===== config.mk =====
export PLATFORM = sky130hd
export DESIGN_NAME = vd_host
export DESIGN_NICKNAME = d
export VERILOG_FILES = /design/src/rtl/vd_host.sv
export SDC_FILE = /design/constraint.sdc
export NUM_CORES = 1
export LEC_CHECK = 0
export ABC_AREA = 1
export CAP_MARGIN = 20
export CELL_PAD_IN_SITES_DETAIL_PLACEMENT = 1
export CELL_PAD_IN_SITES_GLOBAL_PLACEMENT = 2
export CORE_MARGIN = 3
export CORE_UTILIZATION = 24
export DETAILED_ROUTE_END_ITERATION = 6
export PLACE_DENSITY_LB_ADDON = 0.1
export SLEW_MARGIN = 20
export SYNTH_ARGS = -nofsm -noshare
export SYNTH_HDL_FRONTEND = slang
export SYNTH_SLANG_ARGS = --single-unit
export TNS_END_PERCENT = 100

===== constraint.sdc =====
create_clock -name clk -period 3.2 [get_ports clk]
set_input_delay 0.64 -clock clk [delete_from_list [all_inputs] [get_ports clk]]
set_output_delay 0.64 -clock clk [all_outputs]
set_load 0.01 [all_outputs]

===== src/rtl/vd_host.sv =====
// vd_host: host-side initiator for the vector divider.
// It loads (X, Y) operand pairs into the shared RAM, programs the pair count,
// starts the divider, waits out its busy cycle and streams the quotients back.
module vd_host #(
    parameter int RAM_SIZE  = 10,
    parameter int NBITS     = 32,
    parameter int RES_BASE  = 512,
    parameter int MAX_PAIRS = 256
) (
    input  logic                clk,
    input  logic                rst_n,
    // operand stream
    input  logic                i_in_valid,
    output logic                o_in_ready,
    input  logic [NBITS-1:0]    i_in_data,
    input  logic                i_in_last,
    // result stream
    output logic                o_out_valid,
    input  logic                i_out_ready,
    output logic [NBITS-1:0]    o_out_data,
    output logic                o_out_last,
    // host side of the RAM mux
    output logic [RAM_SIZE-1:0] o_addr,
    output logic [NBITS-1:0]    o_wdata,
    output logic                o_wenable,
    input  logic [NBITS-1:0]    i_rdata,
    // divider control
    output logic [RAM_SIZE-1:0] o_ndata,
    output logic                o_startvd,
    input  logic                i_busyvd,
    output logic                o_ram_owner_vd,
    output logic                o_err
);

    typedef enum logic [2:0] {
        S_IDLE,
        S_LOAD,
        S_START,
        S_WAIT_HI,
        S_WAIT_LO,
        S_RD_ADDR,
        S_RD_DATA,
        S_OUT
    } state_t;

    localparam logic [RAM_SIZE-1:0] L_RES_BASE = RAM_SIZE'(RES_BASE);
    localparam logic [RAM_SIZE-1:0] L_MAX      = RAM_SIZE'(MAX_PAIRS);
    localparam logic [RAM_SIZE-1:0] L_ONE      = RAM_SIZE'(1);

    state_t              r_state;
    logic                r_in_ready;
    logic [RAM_SIZE-1:0] r_p;
    logic                r_phase;     // 0 = X word, 1 = Y word
    logic [RAM_SIZE-1:0] r_r;
    logic [RAM_SIZE-1:0] r_addr;      // read address, only nonzero in RD_ADDR
    logic [RAM_SIZE-1:0] r_ndata;
    logic                r_startvd;
    logic                r_owner;
    logic                r_err;
    logic                r_out_valid;
    logic                r_out_last;
    logic [NBITS-1:0]    r_out_data;

    logic                w_accept;
    logic                w_first;
    logic [RAM_SIZE-1:0] w_p;
    logic                w_phase;
    logic [RAM_SIZE-1:0] w_p_inc;
    logic [RAM_SIZE-1:0] w_load_addr;

    // A beat in IDLE is the first X of a new vector: treat it as pair 0, phase X.
    assign w_accept    = i_in_valid & r_in_ready;
    assign w_first     = (r_state == S_IDLE);
    assign w_p         = w_first ? '0 : r_p;
    assign w_phase     = w_first ? 1'b0 : r_phase;
    assign w_p_inc     = w_p + L_ONE;
    assign w_load_addr = {w_p[RAM_SIZE-2:0], w_phase};

    // Load writes go straight to the RAM in the cycle the beat is accepted.
    always_comb begin
        o_wenable = w_accept;
        o_wdata   = w_accept ? i_in_data : '0;
        o_addr    = w_accept ? w_load_addr : r_addr;
    end

    assign o_in_ready     = r_in_ready;
    assign o_out_valid    = r_out_valid;
    assign o_out_data     = r_out_data;
    assign o_out_last     = r_out_last;
    assign o_ndata        = r_ndata;
    assign o_startvd      = r_startvd;
    assign o_ram_owner_vd = r_owner;
    assign o_err          = r_err;

    // Control FSM with all outputs registered alongside the state.
    always_ff @(posedge clk or negedge rst_n) begin
        if (!rst_n) begin
            r_state     <= S_IDLE;
            r_in_ready  <= 1'b1;
            r_p         <= '0;
            r_phase     <= 1'b0;
            r_r         <= '0;
            r_addr      <= '0;
            r_ndata     <= '0;
            r_startvd   <= 1'b0;
            r_owner     <= 1'b0;
            r_err       <= 1'b0;
            r_out_valid <= 1'b0;
            r_out_last  <= 1'b0;
            r_out_data  <= '0;
        end else begin
            r_startvd <= 1'b0;
            case (r_state)
                S_IDLE, S_LOAD: begin
                    if (w_accept) begin
                        if (w_first) begin
                            r_err <= 1'b0;
                        end
                        if (!w_phase) begin
                            if (i_in_last) begin
                                // orphan X: written, but it has no partner
                                r_err   <= 1'b1;
                                r_ndata <= w_p;
                                if (w_p != '0) begin
                                    r_state    <= S_START;
                                    r_in_ready <= 1'b0;
                                    r_startvd  <= 1'b1;
                                    r_owner    <= 1'b1;
                                end else begin
                                    r_state <= S_IDLE;
                                end
                            end else begin
                                r_p     <= w_p;
                                r_phase <= 1'b1;
                                r_state <= S_LOAD;
                            end
                        end else begin
                            if (i_in_last) begin
                                r_ndata    <= w_p_inc;
                                r_state    <= S_START;
                                r_in_ready <= 1'b0;
                                r_startvd  <= 1'b1;
                                r_owner    <= 1'b1;
                            end else if (w_p_inc == L_MAX) begin
                                // capacity reached without in_last
                                r_err      <= 1'b1;
                                r_ndata    <= L_MAX;
                                r_state    <= S_START;
                                r_in_ready <= 1'b0;
                                r_startvd  <= 1'b1;
                                r_owner    <= 1'b1;
                            end else begin
                                r_p     <= w_p_inc;
                                r_phase <= 1'b0;
                            end
                        end
                    end
                end
                S_START: begin
                    r_state <= S_WAIT_HI;
                end
                S_WAIT_HI: begin
                    if (i_busyvd) begin
                        r_state <= S_WAIT_LO;
                    end
                end
                S_WAIT_LO: begin
                    if (!i_busyvd) begin
                        r_owner <= 1'b0;
                        r_r     <= '0;
                        r_addr  <= L_RES_BASE;
                        r_state <= S_RD_ADDR;
                    end
                end
                S_RD_ADDR: begin
                    r_addr  <= '0;
                    r_state <= S_RD_DATA;
                end
                S_RD_DATA: begin
                    r_out_data  <= i_rdata;
                    r_out_valid <= 1'b1;
                    r_out_last  <= (r_r == (r_ndata - L_ONE));
                    r_state     <= S_OUT;
                end
                S_OUT: begin
                    if (i_out_ready) begin
                        r_out_valid <= 1'b0;
                        r_out_last  <= 1'b0;
                        if (r_out_last) begin
                            r_state    <= S_IDLE;
                            r_in_ready <= 1'b1;
                        end else begin
                            r_r     <= r_r + L_ONE;
                            r_addr  <= L_RES_BASE + r_r + L_ONE;
                            r_state <= S_RD_ADDR;
                        end
                    end
                end
                default: begin
                    r_state    <= S_IDLE;
                    r_in_ready <= 1'b1;
                    r_owner    <= 1'b0;
                end
            endcase
        end
    end

endmodule


==> metrics.md, run 1 <==
| Metric | Value |
|---|---|
| Placed wire-length estimate | `12700 um` |
| Die W | `145 um` |
| Crit share post-route | `94.7%` |
| Drt total wl | `16400 um` |
| Fin Setup TNS | `0 ns` |
| CP Data Required Time | `2.56 ns` |
| Die Height | `145 um` |
| Routed Antenna Nets | `0` |
| Final count of pins violating max slew | `0` |
| CTS buffer count | `9` |
| Post-CTS Hold Buffers | `0` |
| Critical Path Start | `r_state[1]` |
| FP Rows | `50` |
| RD Place Congestion | `0.807` |
| Layout cells sized above 1 | `6.20%` |
| GRT Total Usage | `15.9%` |
| Area delta synth->final | `48.0%` |
| Number of synthesized register bits | `82` |
| Fin nets | `892` |
| Slew @ Worst Pin | `0.606 ns` |
| CP Class | `reg2out` |
| Ports | `161` |
| Final Skew | `0.0106 ns` |
| Global-route wire length before repair | `27200 um` |
| Core area | `0.0188 mm2` |
| Syn_nets | `729` |
| Upper clock frequency limit | `0.330 GHz` |
| Drt wl/cell | `15.1 um` |
| Clk slew on worst S/H paths | `0.07 ns` |
| Slew headroom | `59.5%` |
| Max cap viols | `0` |
| R2R Path Start | `r_state[1]` |
| Crit end category | `output port` |
| TritonRoute pass-1 iters | `4` |
| Via count | `4767` |
| Syn Inst Count | `655` |
| Max VDD drop | `0.000267 V` |
| DRT iter0 DRCs | `98` |
| DRC | `0` |
| Total area of sequential cells | `0.00205 mm2` |
| Post_cts resized | `0` |
| Die area | `0.0211 mm2` |
| Vias in the first global route | `5111` |
| Syn avg cell area | `7.09 um2` |
| Pwr dens | `699 mW/mm2` |
| Gr ovfl total | `0` |
| Clock sinks | `82` |
| RSZ-0062 raised after global routing | `false` |
| Mapped cell area | `0.00464 mm2` |
| Initial core utilization | `24.7%` |
| Final Setup Violations | `0` |
| # Post-CTS Setup Buffers | `0` |
| Crit start category | `register` |
| Fill count | `2322` |
| Final total power | `4.81 mW` |
| Initial antenna violation count | `0` |
| Critical Path End | `o_addr[0]` |
| LEAKAGE | `3.34 nW` |
| H-tree levels | `3` |
| Root buf cell | `clkbuf_16` |
| Multi-input logic area | `0.00212 mm2` |
| Worst R2R Setup Slack | `0.39 ns` |
| Antenna diode count | `0` |
| Ys Warns | `0` |
| Via/cell ratio | `4.40` |
| Crit path DAT | `2.39 ns` |
| Reg2reg end | `r_p[6]` |
| Largest net degree at the start of global routing | `43` |
| R2R cell count | `17` |
| Min-Delay Path Class | `in2async` |
| Clock buffer depth | `2` |
| Crit path max fanout | `13` |
| Clk Latency, worst-skew pair | `0.34 ns` |
| Register area share after synthesis | `44.2%` |
| IO buf count | `160` |
| Final Hold Viols | `0` |
| CTS tree | `yes` |
| Status | `finished clean` |
| Post-route minimum period | `3.03 ns` |
| Synth unique cells | `32` |
## sequential cells by signal, indices dropped and copies added, names as in the netlist, 3 cells and up
signal / count
r_state: 3
o_out_data: 32
r_p: 10
r_r: 10
o_ndata: 10
r_addr: 10
## critical path, cell delays in order (launching register included)
cell,delay [ns]
dfrtp_1,0.49
nor2_4,0.11
nand2_4,0.13
buf_4,0.22
nand2_2,0.18
o21ai_0,0.32
clkdlybuf4s50_1,0.60
## layout make-up
class                      instances  area share (%)
multi-input combinational        457            30.9
sequential                        82            29.9
timing repair buffer             174            25.0
inverter                          94            5.13
tap                              260            4.73
clock buffer                      10            3.33
clock inverter                     6            1.06
## cell usage in the layout (no fill, tap or decap), types with 7 or more instances in the layout
cell	Yosys	final
a21oi_1	8	8
dfrtp_1	81	81
nor3_1	12	12
clkbuf_16	0	9
clkdlybuf4s50_1	0	159
o21ai_0	43	43
buf_4	0	14
nand3_1	44	44
nand2_1	228	227
xor2_1	12	12
inv_1	91	91
nand4_1	8	8
nor2_1	59	59
o21ai_1	7	7
## kinds of logic (layout without fill, tap and decap cells)
| logic type | after synthesis | count (layout) | share of synthesized area [%] |
|---|---|---|---|
| AND/OR/NAND/NOR | 366 | 366 | 33.2 |
| adder cells (fa/ha/maj) | 4 | 4 | 1.08 |
| flip-flops | 82 | 82 | 44.2 |
| AO/OA/AOI/OAI | 70 | 70 | 8.19 |
| buffers and inverters | 116 | 284 | 10.1 |
| XOR/XNOR | 17 | 17 | 3.21 |
## per-stage QoR
stage               hold slack (ns)  std cells  worst slack, ns  area, um2  utilization [%]
finish                        0.290       1083            0.168       6870             36.5
global route                  0.337       1083           0.0251       6870             36.5
CTS                           0.315       1083            0.167       6870             36.5
detailed placement            0.462       1067            0.249       6570             34.9
global placement              0.453       1067            0.296       6570             34.9
floorplan                     0.344        655            0.825       4640                -
## cells in the mapped netlist, drive strengths merged
library cell  count  area (um2)
a21oi             9        48.8
a31oi             1        6.26
buf               7        60.1
clkbuf           15        56.3
clkinv            1        3.75
dfrtp            81        2030
dfstp             1        26.3
ha                4        50.1
inv              93         349
nand2           234         908
nand3            45         230
nand4            10        75.1
nor2             65         269
nor3             12        60.1
o2111ai           1        8.76
o211ai            4        30.0
o21a              2        15.0
o21ai            51         259
o22ai             2        12.5
xnor2             5        43.8
xor2             12         105
## layer usage
layer	routed length, um	GRT usage [%]	vias to the layer above
li1	-	-	2360
met2	7690	26.5	129
met1	7360	20.1	2261
met4	233	4.27	0
met3	1120	4.68	17
met5	0	0	-
## report_power, final
| part | leakage (nW) | total (mW) | switching, mW | internal, mW |
|---|---|---|---|---|
| clock | 0.144 | 1.08 | 0.463 | 0.616 |
| combinational | 2.15 | 2.15 | 1.16 | 0.982 |
| sequential | 1.05 | 1.58 | 0.231 | 1.35 |
| total | 3.34 | 4.81 | 1.86 | 2.95 |
## worst min-delay path by stage
stage                         startpoint  cells after the start  slack [ns]             end
after floorplan                    rst_n                      0        0.34           o_err
after global placement    o_out_data[22]                      2        0.45  o_out_data[22]
after detailed placement   o_out_data[6]                      2        0.46   o_out_data[6]
after CTS                          rst_n                      1        0.31          r_p[9]
after global routing               rst_n                      1        0.34          r_p[9]
final                              rst_n                      1        0.29          r_p[9]
Note: power is estimated with default switching activity, not from simulation.
==> run 2, diff against run 1 <==
--- a/config.mk
+++ b/config.mk
@@ -10,7 +10,8 @@
 export CELL_PAD_IN_SITES_DETAIL_PLACEMENT = 1
 export CELL_PAD_IN_SITES_GLOBAL_PLACEMENT = 2
 export CORE_MARGIN = 3
-export CORE_UTILIZATION = 24
+export CORE_UTILIZATION = 25
+export CTS_BUF_LIST = sky130_fd_sc_hd__clkbuf_4
 export DETAILED_ROUTE_END_ITERATION = 6
 export PLACE_DENSITY_LB_ADDON = 0.1
 export SLEW_MARGIN = 20
==> run 2 against run 1 <==
Effect of this change: hold slack worse by 0.19 ns; largest cell class unchanged; core utilization rose by 0.46 points; maximum frequency hardly changed; combinational power about the same; critical path depth increased by 1; first-iteration DRC count grew 91%; critical endpoint is now o_addr[9]; sequential power about the same; highest routed layer unchanged; routed wire length rose by 0.90%; via count up 0.15%; die area shrank 3.8%; clock power down 38%.
==> metrics.md, run 2 (synthesis gave the netlist of run 1 again) <==
| Metric | Value |
|---|---|
| Clk Latency, worst-skew pair | `0.47 ns (+0.13 ns)` |
| IO buf count | `160 (unchanged)` |
| LEAKAGE | `3.27 nW (-2.1%)` |
| Initial antenna violation count | `1 (+1)` |
| Area delta synth->final | `43.9%` |
| GRT Total Usage | `16.9% (+1.1 points)` |
| Slew headroom | `56.6% (-2.9 points)` |
| Final worst-path setup slack | `0.166 ns (-0.00260 ns)` |
| CTS tree | `yes` |
| Layout cells sized above 1 | `6.09% (-0.11 points)` |
| Commonest non-fill, non-tap cell in the layout | `nand2_1` |
| Total area of sequential cells | `0.00206 mm2 (+0.12%)` |
| Min-Delay Path Class | `in2async` |
| Die Height | `142 um (-1.9%)` |
| Final Setup Violations | `0 (unchanged)` |
| DRT iter0 DRCs | `187 (+91%)` |
| Via/cell ratio | `4.54 (+3.2%)` |
| Crit start category | `input port` |
| Crit path DAT | `2.39 ns (about the same)` |
| Worst R2R Setup Slack | `0.36 ns (-0.03 ns)` |
| Slew @ Worst Pin | `0.649 ns (+0.0432 ns)` |
| R2R Path Start | `r_state[1]` |
| Root buf cell | `clkbuf_4` |
| # Post-CTS Setup Buffers | `0 (unchanged)` |
| Routed Antenna Nets | `0 (unchanged)` |
| Clk slew on worst S/H paths | `0.14 ns (+0.07 ns)` |
| Placed cell area | `0.00654 mm2 (-0.55%)` |
| Drt total wl | `16500 um (+0.90%)` |
| Most frequent cells in the layout | `nand2_1 (228), clkdlybuf4s50_1 (159), inv_1 (91)` |
| Final count of pins violating max slew | `0 (unchanged)` |
| Multi-input logic area | `0.00212 mm2 (-0.12%)` |
| RSZ-0062 raised after global routing | `false` |
| DRC | `0 (unchanged)` |
| Critical path's top delay family | `buffers and inverters` |
| Clock buffer depth | `2 (unchanged)` |
| Crit end category | `output port` |
| Largest net degree at the start of global routing | `54 (+26%)` |
| CP Cell Sequence | `clkdlybuf4s50_1 -> nand2_1 -> buf_12 -> buf_4 -> nand2_1 -> o21ai_0 -> clkdlybuf4s50_1` |
| Die W | `142 um (-1.9%)` |
| CP Class | `in2out` |
| Post-route minimum period | `3.03 ns (+0.00260 ns)` |
| Pre-CTS setup slack | `0.130 ns (-0.119 ns)` |
| Largest register FFs | `32 (unchanged)` |
| Via count | `4774 (+0.15%)` |
| Clock sinks | `82 (unchanged)` |
| Max cap viols | `0 (unchanged)` |
| Critical path depth | `7 (+1)` |
| Reg2reg end | `o_err` |
| CTS buffer count | `9 (unchanged)` |
| Initial core utilization | `25.7% (+1.0 points)` |
| Final Hold Viols | `0 (unchanged)` |
| FP Rows | `49 (-2.0%)` |
| Buf/Inv on CP | `4 (+2)` |
| Gr ovfl total | `0 (unchanged)` |
| Status | `finished clean` |
| Routed met2 length | `7570 um (-1.5%)` |
| Worst path slowest cell | `clkdlybuf4s50_1` |
| Fin Setup TNS | `0 ns (unchanged)` |
| Routed length on met3 | `1320 um (+18%)` |
| H-tree levels | `3 (unchanged)` |
| Pwr dens | `657 mW/mm2 (-6.0%)` |
| Drt wl/cell | `15.7 um (+4.0%)` |
| Crit share post-route | `94.8% (about the same)` |
| Vias in the first global route | `5210 (+1.9%)` |
| DRT met1 WL | `7380 um (+0.26%)` |
| Top sig layer | `met4` |
| Core area | `0.0181 mm2 (-4.0%)` |
| Fill count | `2228 (-4.0%)` |
| R2R cell count | `14 (-3)` |
| Max VDD drop | `0.000343 V (+28%)` |
| TritonRoute pass-1 iters | `4 (unchanged)` |
| Crit-path max cell delay | `0.57 ns (-0.03 ns)` |
| Die area | `0.0202 mm2 (-3.8%)` |
| Upper clock frequency limit | `0.330 GHz (about the same)` |
| Post-CTS Hold Buffers | `0 (unchanged)` |
| CP Data Required Time | `2.56 ns (about the same)` |
| Final Skew | `0.0104 ns (-0.000253 ns)` |
| RD Place Congestion | `0.808 (about the same)` |
| Crit path max fanout | `31 (+18)` |
| Final Cell Area | `0.00669 mm2 (-2.7%)` |
| Fin nets | `890 (-0.22%)` |
| Ports | `161 (unchanged)` |
| Placed wire-length estimate | `12800 um (+0.71%)` |
| Global-route wire length before repair | `27400 um (+0.46%)` |
[run 2: cell count changes in the layout (fill, tap and decap cells not counted), moves of 2 or more]
cell       previous run  this run
buf_4                14        11
clkbuf_16             9         0
dfrtp_2               0         2
clkbuf_4              0         9
dfrtp_1              81        79
[run 2: worst reg2reg max path: stages, from the launching register on]
cell and delay (ns):
dfrtp_2 0.49, nor2_4 0.22, nand2_4 0.15, nand2_1 0.29, inv_1 0.09, ha_1 0.26, nand4_2 0.15, nand2_1 0.07
o21ai_1 0.10, nand2_1 0.09, a21oi_2 0.14, nand3_2 0.16, o21ai_2 0.18, nand2_2 0.17, o21ai_0 0.21
[run 2: final cells by class]
| class | count | share of cell area (%) |
|---|---|---|
| sequential | 82 | 30.8 |
| tap | 229 | 4.29 |
| timing repair buffer | 172 | 25.8 |
| clock buffer | 9 | 1.01 |
| multi-input combinational | 457 | 31.7 |
| inverter | 94 | 5.28 |
| clock inverter | 7 | 1.14 |
| antenna | 1 | 0.0374 |
[run 2: power by group]
group	internal, mW	switching, mW	total (mW)
clock	0.244	0.424	0.667
sequential	1.35	0.231	1.58
combinational	0.988	1.16	2.15
total	2.58	1.81	4.39
[run 2: metrics by stage]
stage / utilization [%] / total power [mW] / hold slack, ns / cells
final: 37.0 / 4.39 / 0.0955 / 1051
after global routing: 37.0 / 4.79 / 0.0775 / 1051
after detailed placement: 36.1 / 3.78 / 0.462 / 1034
after CTS: 36.9 / 4.48 / 0.0668 / 1050
after global placement: 36.0 / 3.73 / 0.454 / 1033
after floorplan: - / 2.65 / 0.344 / 655
[run 2: metal layers]
layer	GRT usage, %	up-vias
li1	-	2356
met1	20.9	2267
met2	28.1	135
met3	5.58	16
met4	5.50	0
met5	0	-
[run 2: how the worst max path moves through the flow]
stage	from	slack, ns	to
floorplan	r_state[1]	0.83	o_ndata[8]
global placement	i_in_valid	0.16	o_addr[9]
detailed placement	i_in_valid	0.13	o_addr[9]
CTS	r_state[1]	0.09	o_addr[8]
global route	i_in_valid	0.007	o_addr[9]
finish	i_in_valid	0.17	o_addr[9]
[run 2: timing repair]
action	4_1_cts	5_1_grt
gates resized for setup	0	2
endpoints found under the hold margin	0	0
setup endpoints to repair	0	7
==> run 3, diff against run 2 <==
--- a/config.mk
+++ b/config.mk
@@ -14,7 +14,6 @@
 export CTS_BUF_LIST = sky130_fd_sc_hd__clkbuf_4
 export DETAILED_ROUTE_END_ITERATION = 6
 export PLACE_DENSITY_LB_ADDON = 0.1
-export SLEW_MARGIN = 20
 export SYNTH_ARGS = -nofsm -noshare
 export SYNTH_HDL_FRONTEND = slang
 export SYNTH_SLANG_ARGS = --single-unit
==> run 3 against run 2 <==
Effect of this change: sequential power about the same; first-iteration DRC count decreased by 36%; combinational power about the same; highest routed layer unchanged; critical path type unchanged; final cell count unchanged; clock-buffer cell count increased by 1; critical endpoint unchanged.
==> metrics.md, run 3 (synthesis gave the netlist of run 1 again) <==
| Metric | Value |
|---|---|
| Status | `finished clean` |
| Clk slew on worst S/H paths | `0.15 ns (about the same)` |
| Final Skew | `0.0196 ns (+0.00928 ns)` |
| DRT iter0 DRCs | `119 (-36%)` |
| Crit end category | `output port` |
| TritonRoute pass-1 iters | `4 (unchanged)` |
| Drt wl/cell | `15.7 um (-0.40%)` |
| Most frequent cells in the layout | `nand2_1 (228), clkdlybuf4s50_1 (159), inv_1 (91)` |
| Slew headroom | `56.9% (+0.37 points)` |
| Max cap viols | `0 (unchanged)` |
| Placed wire-length estimate | `12800 um (-0.43%)` |
| Upper clock frequency limit | `0.332 GHz (+0.76%)` |
| RSZ-0062 raised after global routing | `false` |
| Root buf cell | `clkbuf_4` |
| Crit path DAT | `2.37 ns (-0.02 ns)` |
| CP Class | `in2out` |
| CTS buffer count | `9 (unchanged)` |
| Fin nets | `890 (unchanged)` |
| R2R Path Start | `r_state[1]` |
| Post_cts resized | `0 (unchanged)` |
| Final Hold Viols | `0 (unchanged)` |
| GRT Total Usage | `16.8% (-0.16 points)` |
| Via count | `4752 (-0.46%)` |
| Clk Latency, worst-skew pair | `0.47 ns (about the same)` |
| FP Rows | `49 (unchanged)` |
| Fin Setup TNS | `0 ns (unchanged)` |
| Initial antenna violation count | `1 (unchanged)` |
| Commonest non-fill, non-tap cell in the layout | `nand2_1` |
| # Post-CTS Setup Buffers | `0 (unchanged)` |
| Global-route wire length before repair | `27100 um (-1.1%)` |
| Final count of pins violating max slew | `0 (unchanged)` |
| CTS tree | `yes` |
| RD Place Congestion | `0.808 (unchanged)` |
| Slew @ Worst Pin | `0.644 ns (-0.00553 ns)` |
| Die W | `142 um (unchanged)` |
| Via/cell ratio | `4.52 (-0.46%)` |
| Post-route minimum period | `3.01 ns (-0.0229 ns)` |
| Die area | `0.0202 mm2 (unchanged)` |
| Drt total wl | `16500 um (-0.40%)` |
| Critical path's top delay family | `buffers and inverters` |
| Crit-path max cell delay | `0.57 ns (about the same)` |
| Vias in the first global route | `5238 (+0.54%)` |
| Max VDD drop | `0.000310 V (-9.4%)` |
| Buf/Inv on CP | `4 (unchanged)` |
| Clock sinks | `82 (unchanged)` |
| Min-Delay Path Class | `in2async` |
| Crit share post-route | `94.1% (-0.72 points)` |
| Ports | `161 (unchanged)` |
| Layout Utilization | `36.8% (-0.15 points)` |
| LEAKAGE | `3.25 nW (-0.52%)` |
| Worst path slowest cell | `clkdlybuf4s50_1` |
| Largest net degree at the start of global routing | `54 (unchanged)` |
| Crit path max fanout | `31 (unchanged)` |
| Pwr dens | `647 mW/mm2 (-1.6%)` |
| IO buf count | `160 (unchanged)` |
| Final Setup Violations | `0 (unchanged)` |
| Critical Path Start | `i_in_valid` |
| Core area | `0.0181 mm2 (unchanged)` |
| CP Cell Sequence | `clkdlybuf4s50_1 -> nand2_1 -> buf_12 -> buf_4 -> nand2_1 -> o21ai_0 -> clkdlybuf4s50_1` |
| WHS | `0.0912 ns (-0.00434 ns)` |
| Initial core utilization | `25.7% (unchanged)` |
| Die Height | `142 um (unchanged)` |
| Crit start category | `input port` |
| DRC | `0 (unchanged)` |
| Clock buffer depth | `2 (unchanged)` |
| Layout cells sized above 1 | `5.97% (-0.12 points)` |
| Final total power | `4.31 mW (-2.0%)` |
| CP Data Required Time | `2.56 ns (about the same)` |
| Gr ovfl total | `0 (unchanged)` |
| Worst R2R Setup Slack | `0.35 ns (about the same)` |
| Routed Antenna Nets | `0 (unchanged)` |
| Area delta synth->final | `43.4%` |
| Largest register FFs | `32 (unchanged)` |
| Post-CTS Hold Buffers | `0 (unchanged)` |
| H-tree levels | `3 (unchanged)` |
[run 3: final cells by class]
cell class,instances,area (um2)
inverters,94,353
multi-input cells,457,2120
well taps,229,287
fillers,2236,11400
repair buffers,172,1720
diodes,1,2.50
flip-flops and latches,82,2050
clock inverters,6,43.8
clock buffers,10,75.1
[run 3: power by group]
group | internal [mW] | leakage [nW] | switching [mW]
registers | 1.35 | 1.04 | 0.229
clock network | 0.168 | 0.0563 | 0.420
logic | 0.988 | 2.15 | 1.15
[run 3: worst register-to-register path: cells and delay by family, from the launching register on]
family | cells | cell delay [ns]
adders and majority gates | 1 | 0.25
AOI/OAI and AO/OA | 4 | 0.64
and+or+nand+nor | 8 | 1.32
buffers and inverters | 1 | 0.09
DFF | 1 | 0.49
[run 3: stage by stage]
step,std cells,cell area [um2],setup slack [ns]
floorplan,655,4640,0.825
global placement,1033,6510,0.163
detailed placement,1034,6540,0.150
CTS,1050,6660,0.0843
global route,1051,6660,0.00930
finish,1051,6660,0.189
[run 3: path summary, 6_finish.rpt]
kind,cells past startpoint,end
worst min register to register,2,o_out_data[22]
worst max-delay path,7,o_addr[9]
worst min-delay path,1,r_p[9]
worst max register to register,14,o_err
max in group asynchronous,2,o_in_ready
min in group clk,2,o_out_data[22]
[run 3: metal layers]
layer / track usage, % / wire (um) / part of all wire, % / vias to the layer above
met3: 5.54 / 1360 / 8.3 / 15
li1: - / - / - / 2350
met2: 28.0 / 7600 / 46 / 145
met5: 0 / 0 / 0 / -
met4: 5.10 / 263 / 1.6 / 0
met1: 20.6 / 7260 / 44 / 2242
